===== config.mk =====
export PLATFORM = sky130hd
export DESIGN_NAME = chacha_qr_host_flat
export DESIGN_NICKNAME = d
export VERILOG_FILES = /design/src/rtl/chacha_qr_host_if.sv /design/src/rtl/chacha_qr_host.sv /design/src/flat_wrapper.sv
export SDC_FILE = /design/constraint.sdc
export NUM_CORES = 1
export LEC_CHECK = 0
export CAP_MARGIN = 5
export CORE_MARGIN = 2
export CORE_UTILIZATION = 51
export CTS_BUF_LIST = sky130_fd_sc_hd__clkbuf_16
export CTS_CLUSTER_SIZE = 24
export DETAILED_ROUTE_END_ITERATION = 12
export PLACE_DENSITY = 0.81
export REMOVE_ABC_BUFFERS = 1
export SETUP_SLACK_MARGIN = 0.5
export SYNTH_ARGS = -nofsm -noshare
export SYNTH_HDL_FRONTEND = slang
export SYNTH_SLANG_ARGS = --single-unit

===== constraint.sdc =====
create_clock -name clk -period 5.75 [get_ports clk]
set_input_delay 1.15 -clock clk [delete_from_list [all_inputs] [get_ports clk]]
set_output_delay 1.15 -clock clk [all_outputs]
set_load 0.01 [all_outputs]

===== src/rtl/chacha_qr_host_if.sv =====
// ---------------------------------------------------------------------------
// chacha_qr_host_if
//
// Purpose : groups the job handshake and the byte-wide peripheral bus of the
//           ChaCha quarter-round host into one bundle.
//
// Signals :
//   job input   in_valid, in_ready, in_state[127:0], in_steps[STEP_W-1:0]
//   job output  out_valid, out_ready, out_state[127:0]
//   status      busy
//   bus         bus_wdata[7:0], bus_rdata[7:0], bus_addr[3:0],
//               bus_wr_en, bus_qr_en, bus_er_sel
//
// Modports:
//   slave  - the host itself (accepts jobs, drives the peripheral bus)
//   master - the surroundings (issues jobs, consumes results, returns
//            peripheral read data)
// ---------------------------------------------------------------------------
interface chacha_qr_host_if #(
    parameter int STEP_W = 8
);
    logic              in_valid;
    logic              in_ready;
    logic [127:0]      in_state;
    logic [STEP_W-1:0] in_steps;
    logic              out_valid;
    logic              out_ready;
    logic [127:0]      out_state;
    logic              busy;
    logic [7:0]        bus_wdata;
    logic [7:0]        bus_rdata;
    logic [3:0]        bus_addr;
    logic              bus_wr_en;
    logic              bus_qr_en;
    logic              bus_er_sel;

    modport slave (
        input  in_valid, in_state, in_steps, out_ready, bus_rdata,
        output in_ready, out_valid, out_state, busy,
               bus_wdata, bus_addr, bus_wr_en, bus_qr_en, bus_er_sel
    );

    modport master (
        output in_valid, in_state, in_steps, out_ready, bus_rdata,
        input  in_ready, out_valid, out_state, busy,
               bus_wdata, bus_addr, bus_wr_en, bus_qr_en, bus_er_sel
    );
endinterface


===== src/rtl/chacha_qr_host.sv =====
// ---------------------------------------------------------------------------
// chacha_qr_host
//
// Purpose : host-side initiator for the byte-wide ChaCha quarter-round
//           peripheral. A job (128-bit state + step count) is written to the
//           peripheral byte by byte, the round-step strobe is pulsed the
//           requested number of times with alternating half-round select,
//           and the 16 result bytes are read back and presented on the
//           output handshake.
//
// Ports   :
//   clk    clock
//   rst_n  synchronous active-low reset (aborts any job, no result emitted)
//   hif    chacha_qr_host_if.slave: job in/out handshakes, busy, and the
//          peripheral bus (wdata, rdata, addr, wr_en, qr_en, er_sel)
//
// Parameters:
//   STEP_W    width of the step count (max 2**STEP_W-1 steps per job)
//   INIT_SEL  bus_er_sel value on the first step of every job
//
// Build option:
//   CHACHA_HOST_CLEAR_EN  when defined, 16 zero-writes scrub the peripheral
//                         registers after the read-back, before DONE.
//
// State a=[31:0], b=[63:32], c=[95:64], d=[127:96]; bus address [3:2] picks
// the word, [1:0] the byte lane, so byte index i lives at bits [8i+7:8i].
// Every output comes straight from a register.
// ---------------------------------------------------------------------------
module chacha_qr_host #(
    parameter int STEP_W   = 8,
    parameter bit INIT_SEL = 1'b0
) (
    input  logic                  clk,
    input  logic                  rst_n,
    chacha_qr_host_if.slave       hif
);

    typedef enum logic [2:0] {
        ST_IDLE,
        ST_LOAD,
        ST_RUN,
        ST_READ,
`ifdef CHACHA_HOST_CLEAR_EN
        ST_CLEAR,
`endif
        ST_DONE
    } state_t;

    // Everything that reaches a port, plus the FSM state and step counter.
    typedef struct packed {
        state_t            state;
        logic              in_ready;
        logic              busy;
        logic              out_valid;
        logic [127:0]      out_state;
        logic [STEP_W-1:0] cnt;
        logic [7:0]        wdata;
        logic [3:0]        addr;
        logic              wr_en;
        logic              qr_en;
        logic              er_sel;
    } regs_t;

    regs_t        r;
    regs_t        nx;
    logic [127:0] job_state;
    logic [3:0]   addr_inc;

    // NOTE: job_state is a pure data holding register; it is only ever read
    // after being loaded on job acceptance, so it carries no reset.
    always_ff @(posedge clk) begin
        if (r.in_ready && hif.in_valid) begin
            job_state <= hif.in_state;
        end
    end

    // NOTE: state registers update with non-blocking assignments so every
    // process samples the pre-edge values regardless of evaluation order.
    always_ff @(posedge clk) begin
        if (!rst_n) begin
            r          <= '0;
            r.state    <= ST_IDLE;
            r.in_ready <= 1'b1;
        end else begin
            r <= nx;
        end
    end

    // NOTE: every field of nx gets a value before the case statement, so no
    // path through the logic can leave a latch behind.
    always_comb begin
        nx       = r;
        nx.wr_en = 1'b0;
        nx.qr_en = 1'b0;
        nx.wdata = 8'h00;
        addr_inc = r.addr + 4'd1;

        case (r.state)
            ST_IDLE: begin
                if (hif.in_valid) begin
                    nx.state    = ST_LOAD;
                    nx.in_ready = 1'b0;
                    nx.busy     = 1'b1;
                    nx.cnt      = hif.in_steps;
                    nx.er_sel   = INIT_SEL;
                    nx.addr     = 4'd0;
                    nx.wr_en    = 1'b1;
                    nx.wdata    = hif.in_state[7:0];
                end
            end

            ST_LOAD: begin
                if (r.addr == 4'd15) begin
                    nx.addr = 4'd0;
                    if (r.cnt == '0) begin
                        nx.state = ST_READ;
                    end else begin
                        nx.state  = ST_RUN;
                        nx.qr_en  = 1'b1;
                        nx.er_sel = INIT_SEL;
                        nx.cnt    = r.cnt - STEP_W'(1);
                    end
                end else begin
                    nx.addr  = addr_inc;
                    nx.wr_en = 1'b1;
                    nx.wdata = job_state[{addr_inc, 3'b000} +: 8];
                end
            end

            // cnt holds the steps still to issue after the current one, so it
            // reaches zero on the last step and never wraps.
            ST_RUN: begin
                if (r.cnt == '0) begin
                    nx.state = ST_READ;
                end else begin
                    nx.qr_en  = 1'b1;
                    nx.er_sel = ~r.er_sel;
                    nx.cnt    = r.cnt - STEP_W'(1);
                end
            end

            ST_READ: begin
                nx.out_state[{r.addr, 3'b000} +: 8] = hif.bus_rdata;
                if (r.addr == 4'd15) begin
                    nx.addr = 4'd0;
`ifdef CHACHA_HOST_CLEAR_EN
                    nx.state = ST_CLEAR;
                    nx.wr_en = 1'b1;
`else
                    nx.state     = ST_DONE;
                    nx.out_valid = 1'b1;
`endif
                end else begin
                    nx.addr = addr_inc;
                end
            end

`ifdef CHACHA_HOST_CLEAR_EN
            // wdata stays at its zero default: scrub every peripheral byte.
            ST_CLEAR: begin
                if (r.addr == 4'd15) begin
                    nx.addr      = 4'd0;
                    nx.state     = ST_DONE;
                    nx.out_valid = 1'b1;
                end else begin
                    nx.addr  = addr_inc;
                    nx.wr_en = 1'b1;
                end
            end
`endif

            ST_DONE: begin
                if (hif.out_ready) begin
                    nx.state     = ST_IDLE;
                    nx.out_valid = 1'b0;
                    nx.in_ready  = 1'b1;
                    nx.busy      = 1'b0;
                end
            end

            default: begin
                nx.state     = ST_IDLE;
                nx.in_ready  = 1'b1;
                nx.busy      = 1'b0;
                nx.out_valid = 1'b0;
                nx.addr      = 4'd0;
            end
        endcase
    end

    assign hif.in_ready   = r.in_ready;
    assign hif.busy       = r.busy;
    assign hif.out_valid  = r.out_valid;
    assign hif.out_state  = r.out_state;
    assign hif.bus_wdata  = r.wdata;
    assign hif.bus_addr   = r.addr;
    assign hif.bus_wr_en  = r.wr_en;
    assign hif.bus_qr_en  = r.qr_en;
    assign hif.bus_er_sel = r.er_sel;

endmodule


===== src/flat_wrapper.sv =====
// flat-port wrapper written by rule: the top's interface ports become plain ports
module chacha_qr_host_flat 
#(
    parameter int STEP_W   = 8,
    parameter bit INIT_SEL = 1'b0
)
  (clk, rst_n, hif_in_valid, hif_in_state, hif_in_steps, hif_out_ready, hif_bus_rdata, hif_in_ready, hif_out_valid, hif_out_state, hif_busy, hif_bus_wdata, hif_bus_addr, hif_bus_wr_en, hif_bus_qr_en, hif_bus_er_sel);
  chacha_qr_host_if #(.STEP_W(STEP_W)) hif_i ();
  input  logic clk;
  input  logic rst_n;
  input wire logic [$bits(hif_i.in_valid)-1:0] hif_in_valid;
  input wire logic [$bits(hif_i.in_state)-1:0] hif_in_state;
  input wire logic [$bits(hif_i.in_steps)-1:0] hif_in_steps;
  input wire logic [$bits(hif_i.out_ready)-1:0] hif_out_ready;
  input wire logic [$bits(hif_i.bus_rdata)-1:0] hif_bus_rdata;
  output wire logic [$bits(hif_i.in_ready)-1:0] hif_in_ready;
  output wire logic [$bits(hif_i.out_valid)-1:0] hif_out_valid;
  output wire logic [$bits(hif_i.out_state)-1:0] hif_out_state;
  output wire logic [$bits(hif_i.busy)-1:0] hif_busy;
  output wire logic [$bits(hif_i.bus_wdata)-1:0] hif_bus_wdata;
  output wire logic [$bits(hif_i.bus_addr)-1:0] hif_bus_addr;
  output wire logic [$bits(hif_i.bus_wr_en)-1:0] hif_bus_wr_en;
  output wire logic [$bits(hif_i.bus_qr_en)-1:0] hif_bus_qr_en;
  output wire logic [$bits(hif_i.bus_er_sel)-1:0] hif_bus_er_sel;
  assign hif_i.in_valid = hif_in_valid;
  assign hif_i.in_state = hif_in_state;
  assign hif_i.in_steps = hif_in_steps;
  assign hif_i.out_ready = hif_out_ready;
  assign hif_i.bus_rdata = hif_bus_rdata;
  assign hif_in_ready = hif_i.in_ready;
  assign hif_out_valid = hif_i.out_valid;
  assign hif_out_state = hif_i.out_state;
  assign hif_busy = hif_i.busy;
  assign hif_bus_wdata = hif_i.bus_wdata;
  assign hif_bus_addr = hif_i.bus_addr;
  assign hif_bus_wr_en = hif_i.bus_wr_en;
  assign hif_bus_qr_en = hif_i.bus_qr_en;
  assign hif_bus_er_sel = hif_i.bus_er_sel;
  chacha_qr_host #(.STEP_W(STEP_W), .INIT_SEL(INIT_SEL)) u_core (.clk(clk), .rst_n(rst_n), .hif(hif_i));
endmodule

==> impl_metrics.toml, run 1 <==
[synth]
synth_compound_area_share_pct = 12.4
synth_edf_count = 128
synth-seq-cells = 285
synth_adder_area_share_pct = 0.488
yosys.area_share.simple_pct = 10.5
syn_area_per_cell_um2 = 11.4
synth_cells = 1126
synthArstFlopShare_pct = 0
yosysUniqueCellTypes = 67
yosys_most_used_dff = "dfxtp_1"
synth_mux_area_share_pct = 9.36
synth_area_leaders = "edfxtp_1, dfxtp_1, buf_4, mux4_2, a21oi_1"
yosysSeqAreaShare_pct = 54.5
synth-xor-area-share_pct = 0.537
synth_area_um2 = 12800
yosys.area.top_type = "edfxtp_1"
synth_top_family_by_area = "compound AO/OA/AOI/OAI gates"
synth_top_area_share_pct = 30.0
ys_warn_count = 0

[routing]
drtIter0Drc = 967
first_pass_iters = 6
postRouteAntennaNets = 0
remaining_drc_errors = 0
vias = 9125
routed_wl_mm = 31.7
viasPerCell = 5.79
wl_per_cell_um = 20.1

[worst_setup_path]
r2r-end = "u_core.hif.out_state[19]$_SDFFE_PN0P_"
ff2ff_setup_slack_ps = 2510
cp-start-kind = "flop"
r2r-start = "u_core.hif.bus_addr[1]$_SDFFE_PN0P_"
cp_max_fo = 54
crit_path_end_kind = "output pin"
critical_path_buf_inv_count = 2
cp-startpoint = "u_core.hif.bus_addr[0]$_SDFFE_PN0P_"
path_class = "reg -> out"
arrival_ps = 2300
crit_cells = 2
cp.required_ps = 4600
crit_slowest_cell = "clkdlybuf4s50_1"
cp-endpoint = "hif_bus_addr[0]"
cp_top_family = "buffers and inverters"
path_cells = "buf_4 -> clkdlybuf4s50_1"
cpPeakStageDelay_ps = 700
rr_worst_depth = 7

[floorplanning]
fp.dieW_um = 163
rows = 58
die_area_um2 = 26400
start_util_pct = 51.4
ios = 294
die_h_um = 163
core_um2 = 25000

[cells_and_area]
area_growth_pct = 21.4
final_nets = 1378
fin_area_um2 = 15600
register_area_um2 = 6990
drive_above_1_share_pct = 8.58
num-fill-cells = 1933
n_antenna_cell = 0
multiInputGateArea_um2 = 4280

[power_and_ir_drop]
p_int_mw = 3.44
p_per_area_nw_per_um2 = 294
total_leakage_power_nw = 5.30
power_switching_mw = 1.14
pwr-share-seq_pct = 49.3
pwr-share-clk_pct = 37.2
pwr-share-comb_pct = 13.4
ir_drop_mv = 0.255
swShare_pct = 24.8

[clock_network]
ctsResizeCount = 0
cts_sinks = 285
ctsRootBufferMaster = "clkbuf_16"
clk_pin_slew_ps = 60
htree_levels = 1
cts_tree = "built"
cts_hold_buf = 0
numCtsBuffers = 28
cts_setup_buffers = 0
clk_latency_ps = 540
clk_path_buf_depth = 3

[sta]
fin_crit_sh_pct = 60.0
hold_viol_final = 0
drv_slew = 0
fmax_ghz = 0.290
setup_violations = 0
rsz0062_at_grt = "no"
fin_crit_ps = 3450
finalClockSkew_ps = 19.7
tightest_slew_ps = 1200
tns_ps = 0
maxSlewHeadroom_pct = 19.7

[grt]
grt_usage_pct = 23.3
grt_overflow = 0
grt_max_degree = 97
antenna_found_initial = 1
grt_pass1_wl_mm = 48.6
grt_pass1_vias = 8879

[min_path]
hold_path_class = "reg -> reg"

[outcome]
status = "complete, no violations"

[run]
drv_cap = 0

[placed_design]
port_buffers = 293
placed_area_um2 = 14700
hpwl_mm = 21.6
place_congestion = 0.835
[routing by layer]
layer | part of all wire [%] | global-route usage (%) | routed length, µm | vias to the layer above
met4 | 2.8 | 6.19 | 891 | 2
met3 | 8.7 | 5.50 | 2750 | 73
met2 | 48 | 39.3 | 15300 | 450
met1 | 40 | 30.5 | 12800 | 4373
met5 | 0.038 | 0 | 12 | -
li1 | - | - | - | 4227
[cell type report]
type                            instances  area share (%)
Multi-Input combinational cell        600            27.5
Inverter                                8           0.209
Clock buffer                           29            4.66
Sequential cell                       285            44.9
Tap cell                              330            2.65
Clock inverter                         23           0.828
Timing Repair Buffer                  302            19.3
[logic make-up (layout without fill, tap and decap cells)]
family                   Yosys count  after routing
flip-flops                       285            285
XOR/XNOR                           7              7
AO/OA/AOI/OAI                    261            261
multiplexers                      80             80
AND/OR/NAND/NOR                  247            247
adder cells (fa/ha/maj)            5              5
buffers and inverters            241            362
[sequential cells by signal, indices dropped and copies added, names as in the netlist]
register / cells
u_core.hif.bus_qr_en: 1
u_core.hif.bus_wr_en: 1
u_core.hif.in_ready: 1
u_core.r: 11
u_core.hif.bus_er_sel: 1
u_core.hif.out_state: 128
u_core.hif.busy: 1
u_core.job_state: 128
u_core.hif.bus_wdata: 8
u_core.hif.bus_addr: 4
u_core.hif.out_valid: 1
[per-stage QoR]
step | total power [mW] | setup WS (ps) | hold slack (ps) | std cells | utilization, %
6_report | 4.58 | 2300 | 475 | 1577 | 62.4
5_1_grt | 4.75 | 2140 | 491 | 1577 | 62.4
4_1_cts | 4.61 | 2250 | 474 | 1577 | 62.4
3_5_place_dp | 2.92 | 2100 | 462 | 1525 | 59.0
3_3_place_gp | 2.90 | 2230 | 454 | 1525 | 59.0
2_1_floorplan | 2.65 | 1160 | 449 | 893 | -
[cells in the final DEF, fill, tap and decap left out, types with 3 or more instances in the layout]
master / count
a211o_1: 10
a211oi_1: 6
a21oi_1: 103
a31oi_1: 3
and2_1: 9
and3_1: 11
and3b_1: 3
buf_4: 9
clkbuf_16: 29
clkdlybuf4s50_1: 293
clkinv_1: 5
clkinv_2: 3
clkinvlp_2: 4
dfxtp_1: 156
edfxtp_1: 128
ha_1: 4
inv_1: 13
mux2i_1: 48
mux4_2: 32
nand2_1: 14
nand3_1: 71
nand4_1: 34
nor2_1: 45
nor2b_1: 5
nor3_1: 25
nor3b_1: 4
o2111ai_2: 3
o21a_1: 4
o21ai_0: 68
o21ai_1: 5
o31ai_1: 34
or2_2: 4
xnor2_1: 4
[worst min-delay path by stage]
stage | from | to | slack (ps) | cells past startpoint
finish | u_core.hif.out_state[34]$_SDFFE_PN0P_ | u_core.hif.out_state[34]$_SDFFE_PN0P_ | 470 | 2
global route | u_core.hif.out_state[34]$_SDFFE_PN0P_ | u_core.hif.out_state[34]$_SDFFE_PN0P_ | 490 | 2
floorplan | u_core.r[22]$_SDFFE_PN0P_ | u_core.r[22]$_SDFFE_PN0P_ | 450 | 2
global placement | u_core.hif.out_state[98]$_SDFFE_PN0P_ | u_core.hif.out_state[98]$_SDFFE_PN0P_ | 450 | 2
detailed placement | u_core.hif.out_state[103]$_SDFFE_PN0P_ | u_core.hif.out_state[103]$_SDFFE_PN0P_ | 460 | 2
CTS | u_core.hif.out_state[34]$_SDFFE_PN0P_ | u_core.hif.out_state[34]$_SDFFE_PN0P_ | 470 | 2
[power groups by stage]
stage	registers, mW	clock network, mW	logic (mW)
2_1_floorplan	2.32	0	0.333
3_3_place_gp	2.30	0	0.600
3_5_place_dp	2.30	0	0.611
4_1_cts	2.26	1.74	0.614
5_1_grt	2.27	1.82	0.662
6_report	2.26	1.71	0.616
[worst min-delay path, cell delays in order (launching register included)]
cell     delay (ps)
dfxtp_1         310
o31ai_1          60
a21oi_1          60
[cells in the mapped netlist, types with 3 or more instances]
cell type and n:
clkbuf_1 33, nor2_1 45, o21ai_1 5, o21ai_0 68, nor3b_1 4, edfxtp_1 128
and2_1 10, nand3_1 71, ha_1 5, a211oi_1 6, mux2i_1 48, buf_2 37
dfxtp_1 157, mux4_2 32, a21oi_1 103, nand2_1 14, nor3_1 25, xnor2_1 4
inv_1 7, nand4_1 34, nor2_2 3, o21a_1 4, or2_2 3, o2111ai_2 3
buf_4 148, a31oi_1 3, clkbuf_2 7, nor2b_1 5, a211o_1 10, buf_6 7
and3_1 11, and3b_1 3, o31ai_1 34
Power figures use the tool's default switching activity.
==> run 2, diff against run 1 <==
==> constraint.sdc (replaced) <==
create_clock -name clk -period 3.45 [get_ports clk]
set_input_delay 0.69 -clock clk [delete_from_list [all_inputs] [get_ports clk]]
set_output_delay 0.69 -clock clk [all_outputs]
set_load 0.01 [all_outputs]
==> run 2 against run 1 <==
Against the previous run:
- sequential share of layout area is 0.52 points lower
- flip-flop and latch count stayed put
- hold slack worse by 5.5 ps
- non-clock buffer count is 9 higher
- die area stayed put
- cell count is 0.57% higher
- clock-buffer cell count is 1 higher
- highest routed layer is now met4
==> impl_metrics.toml, run 2 (synthesis gave the netlist of run 1 again) <==
[worst_setup_path]
cp_max_fo = 33
r2r-end = "u_core.hif.bus_wdata[3]$_SDFF_PN0_"
rr_worst_depth = 7
cp.required_ps = 3880
arrival_ps = 3170
r2r-start = "u_core.hif.bus_addr[0]$_SDFFE_PN0P_"
cp-start-kind = "flop"
ff2ff_setup_slack_ps = 700
cp-startpoint = "u_core.hif.bus_addr[0]$_SDFFE_PN0P_"
crit_path_end_kind = "flop"
cp-endpoint = "u_core.hif.bus_wdata[3]$_SDFF_PN0_"
crit_slowest_cell = "dfxtp_4"
path_class = "reg -> reg"
path_cells = "inv_1 -> ha_2 -> buf_4 -> mux4_2 -> mux2i_1 -> nor3_1 -> a211o_1"
cpPeakStageDelay_ps = 590

[floorplanning]
ios = 294
core_um2 = 25000
fp.dieW_um = 163
rows = 58
die_area_um2 = 26400
start_util_pct = 51.4
die_h_um = 163

[clock_network]
cts_tree = "built"
clk_pin_slew_ps = 60
cts_setup_buffers = 0
cts_sinks = 285
clk_path_buf_depth = 3
ctsResizeCount = 0
clk_latency_ps = 550
htree_levels = 1
ctsRootBufferMaster = "clkbuf_16"
numCtsBuffers = 29
cts_hold_buf = 0

[routing]
wl_met3_mm = 2.89
top_layer = "met4"
remaining_drc_errors = 0
viasPerCell = 5.80
postRouteAntennaNets = 0
wl_per_cell_um = 20.1
first_pass_iters = 7
wl_met2_mm = 16.1
routed_wl_mm = 32.0
vias = 9205
drtIter0Drc = 930
wl_met1_mm = 12.2

[power_and_ir_drop]
total_leakage_power_nw = 5.39
ir_drop_mv = 0.480
p_per_area_nw_per_um2 = 499

[sta]
maxSlewHeadroom_pct = 20.6
drv_slew = 0
fin_crit_sh_pct = 79.6
tightest_slew_ps = 1190
finalClockSkew_ps = 16.4
hold-worst-slack_ps = 469
tns_ps = 0
fmax_ghz = 0.364
hold_viol_final = 0
setup_violations = 0
fin_crit_ps = 2750
rsz0062_at_grt = "no"

[grt]
grt_pass1_vias = 9007
grt_pass1_wl_mm = 49.6
grt_max_degree = 79
grt_usage_pct = 23.8
grt_overflow = 0
antenna_found_initial = 0

[placed_design]
port_buffers = 293
hpwl_mm = 22.0
place_congestion = 0.824

[cells_and_area]
final_cell_mix = "clkdlybuf4s50_1, dfxtp_1, edfxtp_1"
register_area_um2 = 6990
n_antenna_cell = 0
multiInputGateArea_um2 = 4290
final_nets = 1388
drive_above_1_share_pct = 9.79
num-fill-cells = 1886
final_common_cell = "clkdlybuf4s50_1"
area_growth_pct = 22.8

[run]
drv_cap = 0

[min_path]
hold_path_class = "reg -> reg"

[outcome]
status = "complete, no violations"
-- run 2: cell type report --
class	instances	area share (%)
clock buffers	30	4.77
well taps	330	2.62
flip-flops and latches	285	44.4
inverters	8	0.206
repair buffers	311	19.7
clock inverters	22	1.11
multi-input cells	600	27.2
-- run 2: where the power goes --
group / internal, mW / total [mW] / switching, mW
combinational: 0.475 / 1.03 / 0.550
sequential: 3.70 / 3.78 / 0.0875
clock: 1.73 / 3.06 / 1.32
total: 5.90 / 7.87 / 1.96
-- run 2: layer usage --
metal,GRT usage [%],vias up
met1,29.9,4469
li1,-,4244
met5,0,-
met2,41.4,424
met4,6.23,0
met3,5.55,68
-- run 2: critical path: cells and delay by family, from the launching register on --
| family | cells | cell delay (ps) |
|---|---|---|
| multiplexers | 2 | 550 |
| buffers and inverters | 2 | 600 |
| AO/OA/AOI/OAI | 1 | 260 |
| adder cells (fa/ha/maj) | 1 | 500 |
| AND/OR/NAND/NOR | 1 | 60 |
| flip-flops | 1 | 590 |
-- run 2: how the worst min path moves through the flow --
stage,startpoint,to,cells past startpoint
after floorplan,u_core.r[22]$_SDFFE_PN0P_,u_core.r[22]$_SDFFE_PN0P_,2
after global placement,u_core.hif.out_state[98]$_SDFFE_PN0P_,u_core.hif.out_state[98]$_SDFFE_PN0P_,2
after detailed placement,u_core.hif.out_state[16]$_SDFFE_PN0P_,u_core.hif.out_state[16]$_SDFFE_PN0P_,2
after CTS,u_core.hif.out_state[16]$_SDFFE_PN0P_,u_core.hif.out_state[16]$_SDFFE_PN0P_,2
after global routing,u_core.hif.out_state[16]$_SDFFE_PN0P_,u_core.hif.out_state[16]$_SDFFE_PN0P_,2
final,u_core.hif.out_state[16]$_SDFFE_PN0P_,u_core.hif.out_state[16]$_SDFFE_PN0P_,2
-- run 2: stage by stage --
step / instance area (µm²) / setup slack, ps / utilization [%] / std cells / power (mW)
global placement: 14800 / 795 / 59.4 / 1534 / 4.83
detailed placement: 14800 / 613 / 59.4 / 1534 / 4.87
CTS: 15700 / 592 / 63.1 / 1586 / 7.90
global route: 15800 / 538 / 63.1 / 1586 / 8.14
finish: 15800 / 703 / 63.1 / 1586 / 7.87
floorplan: 11300 / -1140 / - / 893 / 4.42
